## src/rtl/wash_step_sequencer_if.sv

```systemverilog
// Handshake bundle between the wash step sequencer and the main FSM / display.
// The master drives program requests; the slave (sequencer) reports step and time.
interface wash_step_sequencer_if #(
  parameter int TW = 8
);
  logic          start;
  logic [2:0]    prog;
  logic          pause;
  logic          abort;
  logic [2:0]    step;
  logic          busy;
  logic          paused;
  logic          done;
  logic [TW-1:0] step_remaining;
  logic [TW-1:0] remaining;

  modport master (
    output start, prog, pause, abort,
    input  step, busy, paused, done, step_remaining, remaining
  );

  modport slave (
    input  start, prog, pause, abort,
    output step, busy, paused, done, step_remaining, remaining
  );
endinterface

```

## src/rtl/wash_step_sequencer.sv

```systemverilog
// Washing-machine step scheduler: expands a program into fill/wash/drain/rinse/dry
// steps and times them with a single prescaled down-counter.
module wash_step_sequencer #(
  parameter int TICK_DIV  = 4,
  parameter int FILL_T    = 8,
  parameter int WASH_T    = 12,
  parameter int DRAIN_T   = 8,
  parameter int RINSE_T   = 9,
  parameter int RDRAIN_T  = 15,
  parameter int DRY_T     = 12,
  parameter int WASH_REP  = 2,
  parameter int RINSE_REP = 2,
  parameter int TW        = 8
) (
  input  logic                     clk,
  input  logic                     rst,
  wash_step_sequencer_if.slave     bus
);
  localparam int PW          = (TICK_DIV > 1) ? $clog2(TICK_DIV) : 1;
  localparam int RINSE_IDX   = 3 * WASH_REP;
  localparam int DRY_IDX     = RINSE_IDX + 2 * RINSE_REP;
  localparam int IW          = $clog2(DRY_IDX + 2);
  localparam int TOTAL_DRY   = DRY_T;
  localparam int TOTAL_RINSE = RINSE_REP * (RINSE_T + RDRAIN_T) + TOTAL_DRY;
  localparam int TOTAL_FULL  = WASH_REP * (FILL_T + WASH_T + DRAIN_T) + TOTAL_RINSE;
  localparam logic [2:0] STEP_DRY = 3'd6;

  typedef enum logic [1:0] {S_IDLE, S_RUN, S_PAUSE, S_DONE} state_t;

  // The full-wash list is the master list; shorter programs start partway into it.
  function automatic logic [2:0] step_at(input logic [IW-1:0] idx);
    int i;
    i = int'(idx);
    if (i < RINSE_IDX) return 3'(i % 3 + 1);
    if (i < DRY_IDX)   return 3'((i - RINSE_IDX) % 2 + 4);
    if (i == DRY_IDX)  return STEP_DRY;
    return 3'd0;
  endfunction

  function automatic logic [TW-1:0] step_len(input logic [2:0] code);
    case (code)
      3'd1:    return TW'(FILL_T);
      3'd2:    return TW'(WASH_T);
      3'd3:    return TW'(DRAIN_T);
      3'd4:    return TW'(RINSE_T);
      3'd5:    return TW'(RDRAIN_T);
      3'd6:    return TW'(DRY_T);
      default: return '0;
    endcase
  endfunction

  function automatic logic prog_valid(input logic [2:0] p);
    return (p <= 3'd4);
  endfunction

  function automatic logic [IW-1:0] first_idx(input logic [2:0] p);
    case (p)
      3'd2:    return IW'(RINSE_IDX);
      3'd3:    return IW'(DRY_IDX);
      default: return '0;
    endcase
  endfunction

  function automatic logic [TW-1:0] prog_total(input logic [2:0] p);
    case (p)
      3'd2:    return TW'(TOTAL_RINSE);
      3'd3:    return TW'(TOTAL_DRY);
      default: return TW'(TOTAL_FULL);
    endcase
  endfunction

  function automatic logic [TW-1:0] sat_dec(input logic [TW-1:0] v);
    return (v == '0) ? '0 : v - 1'b1;
  endfunction

  state_t         state_q;
  logic [IW-1:0]  idx_q;
  logic [PW-1:0]  presc_q;
  logic [2:0]     step_q;
  logic [TW-1:0]  step_rem_q;
  logic [TW-1:0]  rem_q;
  logic           busy_q;
  logic           paused_q;
  logic           done_q;

  logic           tick_d;
  logic [IW-1:0]  idx_d;
  logic [2:0]     next_step_d;
  logic [IW-1:0]  start_idx_d;
  logic [2:0]     start_step_d;

  assign tick_d       = (presc_q == PW'(TICK_DIV - 1));
  assign idx_d        = idx_q + 1'b1;
  assign next_step_d  = step_at(idx_d);
  assign start_idx_d  = first_idx(bus.prog);
  assign start_step_d = step_at(start_idx_d);

  always_ff @(posedge clk or negedge rst) begin
    if (!rst) begin
      state_q    <= S_IDLE;
      idx_q      <= '0;
      presc_q    <= '0;
      step_q     <= '0;
      step_rem_q <= '0;
      rem_q      <= '0;
      busy_q     <= 1'b0;
      paused_q   <= 1'b0;
      done_q     <= 1'b0;
    end else begin
      done_q <= 1'b0;
      unique case (state_q)
        S_IDLE: begin
          if (bus.start && !bus.abort && prog_valid(bus.prog)) begin
            state_q    <= S_RUN;
            busy_q     <= 1'b1;
            idx_q      <= start_idx_d;
            step_q     <= start_step_d;
            step_rem_q <= step_len(start_step_d);
            rem_q      <= prog_total(bus.prog);
            presc_q    <= '0;
          end
        end
        // Leaving PAUSE advances on the same edge, so a pause costs exactly its length.
        S_RUN, S_PAUSE: begin
          if (bus.abort) begin
            state_q    <= S_IDLE;
            busy_q     <= 1'b0;
            paused_q   <= 1'b0;
            step_q     <= '0;
            step_rem_q <= '0;
            rem_q      <= '0;
          end else if (bus.pause) begin
            state_q  <= S_PAUSE;
            paused_q <= 1'b1;
          end else begin
            state_q  <= S_RUN;
            paused_q <= 1'b0;
            if (tick_d) begin
              presc_q <= '0;
              rem_q   <= sat_dec(rem_q);
              if (step_rem_q <= TW'(1)) begin
                if (step_q == STEP_DRY) begin
                  state_q    <= S_DONE;
                  done_q     <= 1'b1;
                  busy_q     <= 1'b0;
                  step_q     <= '0;
                  step_rem_q <= '0;
                  rem_q      <= '0;
                end else begin
                  idx_q      <= idx_d;
                  step_q     <= next_step_d;
                  step_rem_q <= step_len(next_step_d);
                end
              end else begin
                step_rem_q <= sat_dec(step_rem_q);
              end
            end else begin
              presc_q <= presc_q + 1'b1;
            end
          end
        end
        S_DONE:  state_q <= S_IDLE;
        default: state_q <= S_IDLE;
      endcase
    end
  end

  assign bus.step           = step_q;
  assign bus.busy           = busy_q;
  assign bus.paused         = paused_q;
  assign bus.done           = done_q;
  assign bus.step_remaining = step_rem_q;
  assign bus.remaining      = rem_q;
endmodule

```

## src/flat_wrapper.sv

```systemverilog
// flat-port wrapper written by rule: the top's interface ports become plain ports
module wash_step_sequencer_flat 
#(
  parameter int TICK_DIV  = 4,
  parameter int FILL_T    = 8,
  parameter int WASH_T    = 12,
  parameter int DRAIN_T   = 8,
  parameter int RINSE_T   = 9,
  parameter int RDRAIN_T  = 15,
  parameter int DRY_T     = 12,
  parameter int WASH_REP  = 2,
  parameter int RINSE_REP = 2,
  parameter int TW        = 8
)
  (clk, rst, bus_start, bus_prog, bus_pause, bus_abort, bus_step, bus_busy, bus_paused, bus_done, bus_step_remaining, bus_remaining);
  wash_step_sequencer_if #(.TW(TW)) bus_i ();
  input  logic clk;
  input  logic rst;
  input wire logic [$bits(bus_i.start)-1:0] bus_start;
  input wire logic [$bits(bus_i.prog)-1:0] bus_prog;
  input wire logic [$bits(bus_i.pause)-1:0] bus_pause;
  input wire logic [$bits(bus_i.abort)-1:0] bus_abort;
  output wire logic [$bits(bus_i.step)-1:0] bus_step;
  output wire logic [$bits(bus_i.busy)-1:0] bus_busy;
  output wire logic [$bits(bus_i.paused)-1:0] bus_paused;
  output wire logic [$bits(bus_i.done)-1:0] bus_done;
  output wire logic [$bits(bus_i.step_remaining)-1:0] bus_step_remaining;
  output wire logic [$bits(bus_i.remaining)-1:0] bus_remaining;
  assign bus_i.start = bus_start;
  assign bus_i.prog = bus_prog;
  assign bus_i.pause = bus_pause;
  assign bus_i.abort = bus_abort;
  assign bus_step = bus_i.step;
  assign bus_busy = bus_i.busy;
  assign bus_paused = bus_i.paused;
  assign bus_done = bus_i.done;
  assign bus_step_remaining = bus_i.step_remaining;
  assign bus_remaining = bus_i.remaining;
  wash_step_sequencer #(.TICK_DIV(TICK_DIV), .FILL_T(FILL_T), .WASH_T(WASH_T), .DRAIN_T(DRAIN_T), .RINSE_T(RINSE_T), .RDRAIN_T(RDRAIN_T), .DRY_T(DRY_T), .WASH_REP(WASH_REP), .RINSE_REP(RINSE_REP), .TW(TW)) u_core (.clk(clk), .rst(rst), .bus(bus_i));
endmodule
```

## config.mk

```make
export PLATFORM = sky130hd
export DESIGN_NAME = wash_step_sequencer_flat
export DESIGN_NICKNAME = d
export VERILOG_FILES = /design/src/rtl/wash_step_sequencer_if.sv /design/src/rtl/wash_step_sequencer.sv /design/src/flat_wrapper.sv
export SDC_FILE = /design/constraint.sdc
export NUM_CORES = 1
export LEC_CHECK = 0
export CAP_MARGIN = 15
export CORE_MARGIN = 8
export CORE_UTILIZATION = 45
export DETAILED_ROUTE_END_ITERATION = 12
export GPL_TIMING_DRIVEN = 0
export PLACE_DENSITY_LB_ADDON = 0.05
export SLEW_MARGIN = 15
export SYNTH_ARGS = -nofsm -noshare
export SYNTH_HDL_FRONTEND = slang
export SYNTH_SLANG_ARGS = --single-unit
```

## constraint.sdc

```tcl
create_clock -name clk -period 5.5 [get_ports clk]
set_input_delay 1.375 -clock clk [delete_from_list [all_inputs] [get_ports clk]]
set_output_delay 1.375 -clock clk [all_outputs]
set_load 0.05 [all_outputs]
```

==> results.sh, run 1 <==
export IMPL_status="finished clean"
export IMPL_synth_edff_count=0
export IMPL_clk_transition_reported_paths_ns=0.07
export IMPL_grt_pass1_vias=2117
export IMPL_netlist_instances=280
export IMPL_finalHoldViolCount=0
export IMPL_grt_pass1_wl_um=10260
export IMPL_post_dp_hpwl_um=4423
export IMPL_utilization_pct=56.94
export IMPL_diodes=0
export IMPL_crit_cells=19
export IMPL_yosysTopAreaCell="dfrtp_1"
export IMPL_drive_gt1_share_pct=10.09
export IMPL_cp_num_buf_inv=0
export IMPL_critPathSlowestCell="dfrtp_1"
export IMPL_hold_path_class="flop to flop"
export IMPL_critPathLaunchType="flop"
export IMPL_finalHoldWorstSlack_ns=0.5173
export IMPL_r2r_cells=19
export IMPL_routedWlPerCell_um=15.43
export IMPL_ys_flop_type="dfrtp_1"
export IMPL_vias_per_cell=5.602
export IMPL_place_inst=379
export IMPL_yosysUniqueCellTypes=64
export IMPL_synthTopCellsByArea="dfrtp_1 31%, ha_1 11%, nor2_1 5.3%"
export IMPL_cts_root_buf="clkbuf_8"
export IMPL_crit_path_cell_trace="ha_1 > nor2b_1 > a31o_2 > ha_1 > ha_1 > a21oi_4 > nand2_1 > xnor2_1 > ha_1 > or3_4 > nand2_1 > nand2_1 > ha_1 > nand2b_1 > a2111oi_0 > a221oi_1 > a21oi_1 > nand4_1 > a221oi_1"
export IMPL_grt_ovfl_total=0
export IMPL_die_h_um=89.48
export IMPL_numCtsBuffers=5
export IMPL_max_slew_margin_rel_pct=49.54
export IMPL_clk_latency_ns=0.29
export IMPL_slew_viol_final=0
export IMPL_dieArea_um2=8007
export IMPL_area_delta_synth_final_pct=21.22
export IMPL_fin_crit_sh_pct=88.36
export IMPL_max_stage_delay_ns=0.51
export IMPL_postCtsSetupBuffers=0
export IMPL_rows=26
export IMPL_crit_arrival_ns=5.04
export IMPL_postCtsHoldBufs=0
export IMPL_routed_wl_um=5973
export IMPL_drc_errors=0
export IMPL_coreArea_um2=5172
export IMPL_worst_slew_pin_slew_ns=0.7489
export IMPL_syn_area_um2=2430
export IMPL_cap_violations=0
export IMPL_required_ns=5.68
export IMPL_avgSynthCellArea_um2=8.678
export IMPL_mostFrequentLayoutCell="nor2_1"
export IMPL_drt_pass1_iterations=4
export IMPL_seq_area_frac_synth_pct=30.90
export IMPL_track_usage_pct=16.47
export IMPL_clockBufferDepth=2
export IMPL_fin_crit_ns=4.860
export IMPL_cts_max_level=2
export IMPL_fin_skew_ns=0.01172
export IMPL_initial_core_util_pct=46.98
export IMPL_synth_warnings=0
export IMPL_most_common_layout_cells="34 x nor2_1, 30 x dfrtp_1, 28 x clkdlybuf4s50_1"
export IMPL_synth_top_area_share_pct=30.90
export IMPL_antenna_left=0
export IMPL_synthArstFlopShare_pct=100.0
export IMPL_cts_tree="yes"
export IMPL_port_buffer_count=29
export IMPL_io_pins=30
export IMPL_die_x_um=89.48
export IMPL_ys_ff_latch=30
export IMPL_antenna_found_initial=0
export IMPL_num_vias=2168
export IMPL_final_cells=387
export IMPL_fmax_mhz=205.8
export IMPL_syn_nets=309
export IMPL_end_kind="flop"
export IMPL_crit_top_cell="ha_1"
export IMPL_drt_iter0_drc=135
export IMPL_crit_type="flop to flop"
export IMPL_rsz0062_at_grt="no"
export IMPL_fin_tns_setup_ns=0
export IMPL_gp_congestion=0.8916
export IMPL_grt_max_degree=31
export IMPL_path_max_fanout=9
export IMPL_cts_sinks=30
export IMPL_min_path_cells=1
export IMPL_setup_viol_count_final=0
export IMPL_post_cts_resized=0
export IMPL_crit_family="compound AO/OA/AOI/OAI gates"
export IMPL_nets=345
## layer usage
| metal | track usage (%) | vias up | wire length [µm] |
|---|---|---|---|
| li1 | - | 1095 | - |
| met4 | 6.495 | 0 | 63 |
| met3 | 4.044 | 4 | 278 |
| met2 | 24.65 | 50 | 2683 |
| met1 | 22.07 | 1019 | 2948 |
| met5 | 0 | - | 0 |
## final cells by class
type	count	area (µm²)
fill	479	2227
multi-input combinational	226	1573
sequential	30	750.7
timing repair buffer	29	285.3
tap	70	87.58
clock buffer	6	82.58
clock inverter	2	60.06
inverter	16	60.06
buffer	8	46.29
## worst paths after layout
check | from | endpoint | slack (ns)
max | u_core.idx_q[0] | u_core.bus.step_remaining[1] | 0.64
min | u_core.bus.paused | u_core.bus.paused | 0.52
max reg2reg | u_core.idx_q[0] | u_core.bus.step_remaining[1] | 0.64
min reg2reg | u_core.bus.paused | u_core.bus.paused | 0.52
max in group asynchronous | rst | u_core.bus.step_remaining[7] | 3.90
min in group asynchronous | rst | u_core.bus.remaining[5] | 1.14
## sequential cells by signal (all words and copies together), names as in the netlist
| name | cells |
|---|---|
| u_core.bus.paused | 1 |
| u_core.state_q | 2 |
| u_core.bus.step_remaining | 8 |
| u_core.bus.busy | 1 |
| u_core.bus.remaining | 8 |
| u_core.presc_q | 2 |
| u_core.bus.done | 1 |
| u_core.bus.step | 3 |
| u_core.idx_q | 4 |
## cell usage after synthesis, types with 2 or more instances
| cell type | n |
|---|---|
| a32oi_1 | 2 |
| clkbuf_1 | 5 |
| a221oi_1 | 2 |
| nand2_1 | 23 |
| xnor2_2 | 2 |
| nor2_1 | 34 |
| a21oi_1 | 13 |
| mux2i_1 | 2 |
| a22o_1 | 3 |
| nor3_1 | 9 |
| a311oi_1 | 2 |
| nand3_1 | 7 |
| nand2b_1 | 4 |
| xnor2_1 | 4 |
| a21o_1 | 2 |
| buf_6 | 2 |
| or2_2 | 4 |
| o21a_1 | 2 |
| ha_1 | 21 |
| o32ai_1 | 2 |
| o21ai_0 | 23 |
| nand3b_1 | 6 |
| nor2b_1 | 6 |
| xor2_1 | 4 |
| dfrtp_1 | 30 |
| o22ai_1 | 2 |
| nor3b_1 | 4 |
| a31oi_1 | 7 |
| o21ai_2 | 2 |
| inv_1 | 16 |
| nand4_1 | 2 |
## worst register-to-register path, stage by stage, from the launching register on
cell and delay (ns):
dfrtp_1 0.51, ha_1 0.35, nor2b_1 0.10, a31o_2 0.30, ha_1 0.25, ha_1 0.29, a21oi_4 0.22, nand2_1 0.10
xnor2_1 0.15, ha_1 0.30, or3_4 0.43, nand2_1 0.07, nand2_1 0.05, ha_1 0.23, nand2b_1 0.15, a2111oi_0 0.40
a221oi_1 0.13, a21oi_1 0.27, nand4_1 0.14, a221oi_1 0.34
## cell families (layout without fill, tap and decap cells)
family,count (synthesis),count (layout),synth area share (%)
XOR/XNOR,10,10,4.222
AO/OA/AOI/OAI,81,81,24.05
adder cells (fa/ha/maj),21,21,10.81
flip-flops,30,30,30.90
buffers and inverters,24,61,4.377
AND/OR/NAND/NOR,111,111,24.36
multiplexers,3,3,1.287
## per-stage QoR
step / instance area [µm²] / worst slack, ns
6_report: 2945 / 0.6401
4_1_cts: 2945 / 0.6453
5_1_grt: 2945 / 0.1817
3_3_place_gp: 2808 / 0.7123
3_5_place_dp: 2803 / 0.6877
2_1_floorplan: 2430 / 1.249
Power of run 1 is not shown: default switching activity piles up to over one toggle a cycle in this logic, so the estimate is an artifact.
==> run 2: changes to the inputs <==
--- a/config.mk
+++ b/config.mk
@@ -11,6 +11,7 @@
 export DETAILED_ROUTE_END_ITERATION = 12
 export GPL_TIMING_DRIVEN = 0
 export PLACE_DENSITY_LB_ADDON = 0.05
+export SKIP_LAST_GASP = 1
 export SLEW_MARGIN = 15
 export SYNTH_ARGS = -nofsm -noshare
 export SYNTH_HDL_FRONTEND = slang
==> results of run 2 <==
Same layout as run 1: the final DEF is identical, and so are final timing and power.
Power of run 2 is left out for the same reason.
